[src/rtl/fetch_group_sequencer_pkg.sv]
// Shared types for the fetch group sequencer: run-state encoding and the
// registered fetch-group record.
package fetch_group_sequencer_pkg;

   // Storage bounds for the group record; instances use the low XLEN / ISSUE_WIDTH bits.
   localparam int MAX_XLEN  = 64;
   localparam int MAX_LANES = 16;

   typedef enum logic [1:0] {
      IDLE,
      RUN,
      HALT
   } seqState_t;

   typedef struct packed {
      logic                 valid;
      logic [MAX_XLEN-1:0]  pc;
      logic [MAX_LANES-1:0] lane_mask;
   } fetchGroupStruct;

   function automatic logic [MAX_LANES-1:0] allLanes(input int lanes);
      logic [MAX_LANES-1:0] mask;
      mask = '0;
      for (int i = 0; i < MAX_LANES; i++) begin
         if (i < lanes) begin
            mask[i] = 1'b1;
         end
      end
      return mask;
   endfunction

endpackage

[src/rtl/fetch_group_sequencer_if.sv]
// Fetch-side bus of the sequencer: group presentation with valid/ready plus
// the redirect request coming back from the front end.
interface fetch_group_sequencer_if #(
   parameter int XLEN        = 32,
   parameter int ISSUE_WIDTH = 2
);
   logic                   redirect_valid;
   logic [XLEN-1:0]        redirect_pc;
   logic                   out_valid;
   logic                   out_ready;
   logic [XLEN-1:0]        out_pc;
   logic [ISSUE_WIDTH-1:0] out_lane_mask;

   modport master (
      output out_valid,
      output out_pc,
      output out_lane_mask,
      input  out_ready,
      input  redirect_valid,
      input  redirect_pc
   );

   modport slave (
      input  out_valid,
      input  out_pc,
      input  out_lane_mask,
      output out_ready,
      output redirect_valid,
      output redirect_pc
   );
endinterface

[src/rtl/fetch_group_sequencer_lane_mask_gen.sv]
// Per-lane valid mask for a group entered mid-way: lane i is live when its
// instruction address is at or beyond the redirect target.
module lane_mask_gen #(
   parameter int XLEN        = 32,
   parameter int ISSUE_WIDTH = 2,
   parameter int INST_BYTES  = 4
) (
   input  logic [XLEN-1:0]        i_target,
   input  logic [XLEN-1:0]        i_base,
   output logic [ISSUE_WIDTH-1:0] o_mask
);

   // Base is group-aligned, so base + i*INST_BYTES never wraps within a group.
   always_comb begin
      o_mask = '0;
      for (int i = 0; i < ISSUE_WIDTH; i++) begin
         o_mask[i] = (i_base + XLEN'(i * INST_BYTES)) >= i_target;
      end
   end

endmodule

[src/rtl/fetch_group_sequencer.sv]
// Aligned fetch-group address generator with run/halt control, redirect
// support and a saturating accepted-group counter.
module fetch_group_sequencer
   import fetch_group_sequencer_pkg::*;
#(
   parameter int              ISSUE_WIDTH = 2,
   parameter int              XLEN        = 32,
   parameter int              INST_BYTES  = 4,
   parameter logic [XLEN-1:0] RESET_PC    = '0,
   parameter logic [XLEN-1:0] STOP_PC     = XLEN'(240),
   parameter int              CNT_W       = 16
) (
   input  logic                       i_clk,
   input  logic                       i_reset_n,
   input  logic                       i_start,
   fetch_group_sequencer_if.master    bus,
   output logic                       o_halted,
   output logic [CNT_W-1:0]           o_group_count
);

   localparam int              GROUP_BYTES      = ISSUE_WIDTH * INST_BYTES;
   localparam logic [XLEN-1:0] INST_ALIGN_MASK  = ~XLEN'(INST_BYTES - 1);
   localparam logic [XLEN-1:0] GROUP_ALIGN_MASK = ~XLEN'(GROUP_BYTES - 1);

   seqState_t             r_state;
   seqState_t             w_nextState;
   fetchGroupStruct       r_group;
   fetchGroupStruct       w_nextGroup;
   logic [CNT_W-1:0]      r_count;

   logic [XLEN-1:0]        w_curPc;
   logic [XLEN:0]          w_seqSum;
   logic                   w_seqHalt;
   logic [XLEN-1:0]        w_target;
   logic [XLEN-1:0]        w_redirBase;
   logic                   w_redirHalt;
   logic [ISSUE_WIDTH-1:0] w_redirMask;
   logic                   w_accept;
   logic                   w_unusedGroupBits;

   assign w_curPc     = r_group.pc[XLEN-1:0];
   assign w_seqSum    = {1'b0, w_curPc} + (XLEN+1)'(GROUP_BYTES);
   // Carry out of the sequential add means the next group would wrap past the top.
   assign w_seqHalt   = w_seqSum[XLEN] | (w_seqSum[XLEN-1:0] > STOP_PC);
   assign w_target    = bus.redirect_pc & INST_ALIGN_MASK;
   assign w_redirBase = w_target & GROUP_ALIGN_MASK;
   assign w_redirHalt = w_redirBase > STOP_PC;
   assign w_accept    = r_group.valid & bus.out_ready;

   lane_mask_gen #(
      .XLEN        (XLEN),
      .ISSUE_WIDTH (ISSUE_WIDTH),
      .INST_BYTES  (INST_BYTES)
   ) u_lane_mask_gen (
      .i_target (w_target),
      .i_base   (w_redirBase),
      .o_mask   (w_redirMask)
   );

   // Redirect outranks sequential advance; an unaccepted group under redirect is simply replaced.
   always_comb begin
      w_nextState = r_state;
      w_nextGroup = r_group;
      unique case (r_state)
         IDLE: begin
            if (i_start) begin
               w_nextState           = RUN;
               w_nextGroup.valid     = 1'b1;
               w_nextGroup.pc        = MAX_XLEN'(RESET_PC);
               w_nextGroup.lane_mask = allLanes(ISSUE_WIDTH);
            end
         end
         RUN: begin
            if (bus.redirect_valid) begin
               if (w_redirHalt) begin
                  w_nextState       = HALT;
                  w_nextGroup.valid = 1'b0;
               end else begin
                  w_nextGroup.pc        = MAX_XLEN'(w_redirBase);
                  w_nextGroup.lane_mask = MAX_LANES'(w_redirMask);
               end
            end else if (w_accept) begin
               if (w_seqHalt) begin
                  w_nextState       = HALT;
                  w_nextGroup.valid = 1'b0;
               end else begin
                  w_nextGroup.pc        = MAX_XLEN'(w_seqSum[XLEN-1:0]);
                  w_nextGroup.lane_mask = allLanes(ISSUE_WIDTH);
               end
            end
         end
         HALT: begin
            w_nextGroup.valid = 1'b0;
         end
         default: begin
            w_nextState       = IDLE;
            w_nextGroup.valid = 1'b0;
         end
      endcase
   end

   always_ff @(posedge i_clk or negedge i_reset_n) begin
      if (!i_reset_n) begin
         r_state           <= IDLE;
         r_group.valid     <= 1'b0;
         r_group.pc        <= MAX_XLEN'(RESET_PC);
         r_group.lane_mask <= '0;
      end else begin
         r_state <= w_nextState;
         r_group <= w_nextGroup;
      end
   end

   always_ff @(posedge i_clk or negedge i_reset_n) begin
      if (!i_reset_n) begin
         r_count <= '0;
      end else if ((r_state == RUN) && w_accept && (r_count != '1)) begin
         r_count <= r_count + CNT_W'(1);
      end
   end

   assign bus.out_valid     = r_group.valid;
   assign bus.out_pc        = r_group.pc[XLEN-1:0];
   assign bus.out_lane_mask = r_group.lane_mask[ISSUE_WIDTH-1:0];
   assign o_halted          = (r_state == HALT);
   assign o_group_count     = r_count;

   // Record bits above XLEN/ISSUE_WIDTH stay constant and are trimmed by synthesis.
   assign w_unusedGroupBits = ^{r_group.pc, r_group.lane_mask};

endmodule

[src/flat_wrapper.sv]
// flat-port wrapper written by rule: the top's interface ports become plain ports
module fetch_group_sequencer_flat import fetch_group_sequencer_pkg::*;
#(
   parameter int              ISSUE_WIDTH = 2,
   parameter int              XLEN        = 32,
   parameter int              INST_BYTES  = 4,
   parameter logic [XLEN-1:0] RESET_PC    = '0,
   parameter logic [XLEN-1:0] STOP_PC     = XLEN'(240),
   parameter int              CNT_W       = 16
)
  (i_clk, i_reset_n, i_start, o_halted, o_group_count, bus_out_valid, bus_out_pc, bus_out_lane_mask, bus_out_ready, bus_redirect_valid, bus_redirect_pc);
  fetch_group_sequencer_if #(.XLEN(XLEN), .ISSUE_WIDTH(ISSUE_WIDTH)) bus_i ();
  input  logic i_clk;
  input  logic i_reset_n;
  input  logic i_start;
  output logic o_halted;
  output logic [CNT_W-1:0] o_group_count;
  output wire logic [$bits(bus_i.out_valid)-1:0] bus_out_valid;
  output wire logic [$bits(bus_i.out_pc)-1:0] bus_out_pc;
  output wire logic [$bits(bus_i.out_lane_mask)-1:0] bus_out_lane_mask;
  input wire logic [$bits(bus_i.out_ready)-1:0] bus_out_ready;
  input wire logic [$bits(bus_i.redirect_valid)-1:0] bus_redirect_valid;
  input wire logic [$bits(bus_i.redirect_pc)-1:0] bus_redirect_pc;
  assign bus_out_valid = bus_i.out_valid;
  assign bus_out_pc = bus_i.out_pc;
  assign bus_out_lane_mask = bus_i.out_lane_mask;
  assign bus_i.out_ready = bus_out_ready;
  assign bus_i.redirect_valid = bus_redirect_valid;
  assign bus_i.redirect_pc = bus_redirect_pc;
  fetch_group_sequencer #(.ISSUE_WIDTH(ISSUE_WIDTH), .XLEN(XLEN), .INST_BYTES(INST_BYTES), .RESET_PC(RESET_PC), .STOP_PC(STOP_PC), .CNT_W(CNT_W)) u_core (.i_clk(i_clk), .i_reset_n(i_reset_n), .i_start(i_start), .bus(bus_i), .o_halted(o_halted), .o_group_count(o_group_count));
endmodule
[config.mk]
export PLATFORM = sky130hd
export DESIGN_NAME = fetch_group_sequencer_flat
export DESIGN_NICKNAME = d
export VERILOG_FILES = /design/src/rtl/fetch_group_sequencer_pkg.sv /design/src/rtl/fetch_group_sequencer_if.sv /design/src/rtl/fetch_group_sequencer_lane_mask_gen.sv /design/src/rtl/fetch_group_sequencer.sv /design/src/flat_wrapper.sv
export SDC_FILE = /design/constraint.sdc
export NUM_CORES = 1
export LEC_CHECK = 0
export ABC_CLOCK_PERIOD_IN_PS = 3500
export BUFFER_PORTS_ARGS = -buffer_cell sky130_fd_sc_hd__buf_2
export CAP_MARGIN = 20
export CORE_MARGIN = 2
export CORE_UTILIZATION = 37
export CTS_BUF_LIST = sky130_fd_sc_hd__clkbuf_4 sky130_fd_sc_hd__clkbuf_8
export CTS_CLUSTER_SIZE = 10
export DETAILED_ROUTE_END_ITERATION = 16
export HOLD_SLACK_MARGIN = 0.15
export PLACE_DENSITY_LB_ADDON = 0.3
export SLEW_MARGIN = 20
export SYNTH_ARGS = -nofsm -noshare
export SYNTH_HDL_FRONTEND = slang
export SYNTH_HIERARCHICAL = 1
export SYNTH_SLANG_ARGS = --single-unit
export TNS_END_PERCENT = 30
[constraint.sdc]
create_clock -name i_clk -period 3.5 [get_ports i_clk]
set_clock_uncertainty 0.15 [all_clocks]
set_input_delay 0.35 -clock i_clk [delete_from_list [all_inputs] [get_ports i_clk]]
set_output_delay 0.35 -clock i_clk [all_outputs]
set_load 0.1 [all_outputs]
# Word level (Yosys, flattened, before mapping)

Cells that the tools add are included.

ROM bits: 0
Bits in registers: 53
Bits of input ports: 37
Output and inout port bits: 52
Memories: 0
Bits in latches: 0
Memory bits (writable): 0

Div/mod/pow operators: 0
Bitwise gates (word level): 3
$lt $le $gt $ge: 4
Multiplexer cells: 15
Equal/unequal tests: 9
Reduce and logical (&&, ||, !) cells: 7
Shifts and indexed selects: 0
$add $sub $neg: 3
$mul: 0

Operator list:

| kind                                                            | number |
|---|---|
| 2-to-1 mux 81 bit                                               | 3 |
| 2-to-1 mux 80 bit                                               | 2 |
| case mux 48 bit (2 select lines)                                | 1 |
| greater-or-equal comparator 32 bit                              | 2 |
| greater-than comparator 32 x 8 -> 1 bit (second input constant) | 2 |
| adder 32 x 4 -> 33 bit (second input constant)                  | 1 |
| adder 32 x 3 -> 32 bit (second input constant)                  | 1 |
| adder 16 x 1 -> 16 bit (second input constant)                  | 1 |
| != test 16 bit (second input constant)                          | 1 |
| 2-to-1 mux 2 bit                                                | 5 |
| AND reduction 5 bit                                             | 2 |
| != test 3 x 2 -> 1 bit (second input constant)                  | 3 |
| != test 3 bit (second input constant)                           | 2 |
| case mux 2 bit (3 select lines)                                 | 1 |
| AND reduction 4 bit                                             | 1 |
| == test 2 x 1 -> 1 bit (second input constant)                  | 1 |
| == test 2 bit (second input constant)                           | 1 |
| logical AND 1 bit                                               | 2 |
| zero test 2 bit                                                 | 1 |
| 2-to-1 mux 1 bit                                                | 2 |
| != test 2 bit (second input constant)                           | 1 |
| case mux 1 bit (2 select lines)                                 | 1 |
| nonzero test 2 bit                                              | 1 |
| AND 1 bit                                                       | 1 |
| other kinds (2)                                                 | 2 |

# Longest topological paths before layout

Depth after elaboration: 7
Mapped depth: 15
Gate-level depth less buffers: 15

# Hierarchy

The synthesis kept the hierarchy.

By module, submodules not included:

| module                | cells each | instances | area each (um^2) |
|---|---|---|---|
| fetch_group_sequencer | 287        | 1         | 2781.4 |
| lane_mask_gen         | 261        | 1         | 1973.1 |

# Least setup slack after synthesis

No wires, ideal clock.

Path kind: reg-to-reg
From: reg u_core.r_group (netlist bit u_core/bus.out_pc[3])
To: reg u_core.r_group (netlist bit u_core/bus.out_pc[7])
Arrival: 3698 ps
Cell stages (with the launch flop): 12
Path buffers: 2
Path slack: -429 ps
Data required time: 3269 ps
Cell sequence: dfrtp_1 ha_1 clkbuf_1 nand2_1 nor4_4 nand4_1 or3_1 a2111oi_1 a31oi_1 buf_6 or4_4 o211ai_2

Longest elaborated chain between the ends: 5
Elaborated cells on any way between the ends: 9
Classes of those cells: add/sub (1); order compare (1); eq/ne (1); mux (4); bitwise (1); reduce/logical (1)

RTL lines:

| what                                                                                            | RTL line                                                 | source |
|---|---|---|
| start, declared                                                                                 | fetch_group_sequencer.sv:27                              | `fetchGroupStruct r_group;` |
| start signal, assigned                                                                          | fetch_group_sequencer.sv:110                             | `r_group <= w_nextGroup;` |
| adder 32 x 4 -> 33 bit (*)                                                                      | fetch_group_sequencer.sv:42                              | `assign w_seqSum = {1'b0, w_curPc} + (XLEN+1)'(GROUP_BYTES);` |
| greater-than comparator 32 x 8 -> 1 bit / 2-to-1 mux 80 bit (equally long branches)             | fetch_group_sequencer.sv:44, fetch_group_sequencer.sv:83 |  |
| OR 1 bit / 2-to-1 mux 81 bit (equally long branches)                                            | fetch_group_sequencer.sv:44, fetch_group_sequencer.sv:82 |  |
| != test 3 bit (no source line) / 2-to-1 mux 81 bit (equally long branches)                      | --                                                       |  |
| AND reduction 5 bit (no source line) / case mux 48 bit (2 select lines) (equally long branches) | --                                                       |  |

Every way passes the cells marked *; elsewhere a longest branch is shown, timed or not. The select of a mux whose other input is x is not followed.
A chain may end at the register's enable or synchronous reset.

# Worst setup path after layout

Same ends and word-level chain as after synthesis.

==> flow_metrics.tcl <==
set metrics [dict create \
    p_per_area_nw_per_um2 402 \
    dieArea_sq_um 13800 \
    drc 0 \
    path_class "flop to flop" \
    fp.coreArea_sq_um 12600 \
    p_clk_share_pct 18.4 \
    synth_area_per_cell_sq_um 8.68 \
    yosys_warnings 6 \
    finalPower_w 0.00224 \
    root_buffer "clkbuf_8" \
    drt_wl_total_microns 11900 \
    gr-usage-all-layers_pct 17.1 \
    min_period_over_period_pct 93.7 \
    yosysMostFrequentCell "ha_1" \
    finalHoldViolations 0 \
    gp_congestion 0.890 \
    finalNetCount 752 \
    grt_pass1_wl_microns 20000 \
    endpoint_kind "flop" \
    hpwl_microns 9600 \
    fin_hold_ws_ns 0.189 \
    ys.flop_type "dfrtp_1" \
    ys_seq_elements 50 \
    cp-start-kind "flop" \
    start_util_pct 37.8 \
    grt_max_degree 34 \
    io_pins 89 \
    intPower_w 0.00115 \
    path_clk_slew_ns 0.09 \
    setup_viol 0 \
    cts-buffers-inserted 5 \
    drv_slew 0 \
    required_ns 3.57 \
    finalSetupTns_ns 0 \
    io_buffers 83 \
    ant_nets 0 \
    synthDominantCellAreaShare_pct 26.3 \
    syn_inst 548 \
    insertion_delay_ns 0.30 \
    clkSinkCount 50 \
    yosys.cell_types.count 64 \
    cts_buffer_depth 2 \
    worst_pin_slew_ns 0.834 \
    crit_path_max_fanout 10 \
    rows 41 \
    die_w_microns 117 \
    synth_edf_count 0 \
    peakVddDrop_uv 807 \
    cap_viol_max_count 0 \
    vias 4382 \
    grt-ovfl-total 0 \
    antenna_found_initial 2 \
    via_per_inst 5.32 \
    drt_first_pass_iters 4 \
    cts_tree "built" \
    cts_resized 0 \
    power.switching_w 0.00109 \
    dpl.cell_count 813 \
    status "completed" \
    synth_area_leader_cell "dfrtp_1" \
    netlist_area_sq_um 4750 \
    p_comb_share_pct 48.7 \
    rsz0062_at_grt "no" \
    period_minus_slack_ns 3.28 \
    fmax_ghz 0.305 \
    fp.dieH_microns 117 \
    syn_to_final_growth_pct 17.5 \
    synth_common_cells "66 x ha_1, 50 x dfrtp_1, 48 x inv_1" \
    min_path_type "input pin to flop" \
    p_leak_nw 2.74 \
    synth_area_leaders "dfrtp_1 26%, ha_1 17%, xnor2_1 7.4%" \
    drtIter0Drc 254 \
    switching_share_pct 48.6 \
    cp.arrival_ns 3.35 \
    grt_pass1_vias 4326 \
    ys_seq_area_share_pct 26.3 \
    stdcell_count 823 \
    seq_power_share_pct 32.9 \
    htree_levels 2 \
    async_flop_share_pct 100 \
    drive_gt1_share_pct 20.8 \
    wl_per_cell_microns 14.5 \
    relSlewSlack_pct 44.0 \
]
[worst paths after layout]
check,startpoint,to,slack [ns],depth (start not counted)
setup / recovery,u_core/bus.out_pc[3],u_core/bus.out_pc[7],0.22,10
hold / removal,bus_out_ready,u_core/r_state[0],0.19,3
setup reg to reg,u_core/bus.out_pc[3],u_core/bus.out_pc[7],0.22,10
hold reg to reg,u_core/o_group_count[12],u_core/o_group_count[12],0.34,1
max in group asynchronous,i_reset_n,u_core/bus.out_pc[7],2.03,3
min in group asynchronous,i_reset_n,u_core/bus.out_pc[18],0.37,2
[repair_timing]
action | CTS | global route
endpoints found under the hold margin | 17 | 0
setup buffers | 0 | 0
hold buffers | 1 | 0
[placed cells by master, fill, tap and decap left out, types with 4 or more instances in the layout]
cell / n
clkbuf_8: 5
nor3_1: 16
inv_1: 48
and3_1: 7
a21oi_1: 23
dfrtp_1: 31
xor2_1: 11
o21ai_0: 14
buf_4: 9
ha_1: 66
nand4_1: 28
conb_1: 15
nor4_1: 11
nor2_1: 33
a21o_1: 18
nand3_1: 35
a31oi_1: 4
a211oi_1: 9
nand2_1: 30
o31ai_1: 5
xnor2_1: 40
nor2b_1: 4
buf_2: 83
nand2b_1: 5
and2_1: 21
dfrtp_2: 17
[kinds of logic after synthesis]
logic type,share of synthesized area [%]
xor+xnor,9.39
buf+inv,5.34
fa+ha+maj,17.4
simple gates,25.6
other cells,0.0789
flops,26.3
compound gates,15.0
mux,0.868
[sequential cells by signal, indices dropped and copies added (netlist names)]
signal	cells
u_core/bus.out_lane_mask	2
u_core/bus.out_valid	1
u_core/o_group_count	16
u_core/r_state	2
u_core/bus.out_pc	29
[layer usage]
layer	vias to the layer above	GRT usage, %	routed length (microns)	part of all wire [%]
met4	2	3.77	96	0.80
met1	2092	22.9	5680	48
li1	2193	-	-	-
met3	8	3.50	595	5.0
met5	-	0	12	0.10
met2	87	28.6	5560	47
[power groups by stage]
stage / clock network, W / logic, W / registers, W
2_1_floorplan: 0 / 0.000450 / 0.00111
3_3_place_gp: 0 / 0.00107 / 0.000743
3_5_place_dp: 0 / 0.00109 / 0.000747
4_1_cts: 0.000434 / 0.00110 / 0.000738
5_1_grt: 0.000455 / 0.00118 / 0.000748
6_report: 0.000413 / 0.00109 / 0.000738
[metrics by stage]
stage / area [sq um] / utilization [%] / setup slack (ns)
final: 5590 / 44.5 / 0.220
after global routing: 5580 / 44.4 / 0.0273
after CTS: 5580 / 44.4 / 0.237
after detailed placement: 5460 / 43.4 / 0.260
after global placement: 5460 / 43.4 / 0.315
after floorplan: 4840 / - / 0.0000213
[cell type report]
type	instances	area, sq um
diodes	1	2.50
multi-input cells	451	3300
flip-flops and latches	50	1280
fillers	1249	6980
well taps	172	215
repair buffers	93	493
inverters	48	180
clock buffers	7	83.8
clock inverters	1	30.0
[worst max-delay path, stage by stage, from the launching register on]
cell and delay, ns:
dfrtp_4 0.45, ha_1 0.17, nand2_1 0.13, nor4_4 0.38, nand4_1 0.17, or3_1 0.36
a2111oi_1 0.40, a31oi_1 0.17, buf_4 0.20, or4_4 0.53, o211ai_2 0.08
No activity file was read; power rests on OpenSTA's default activity.
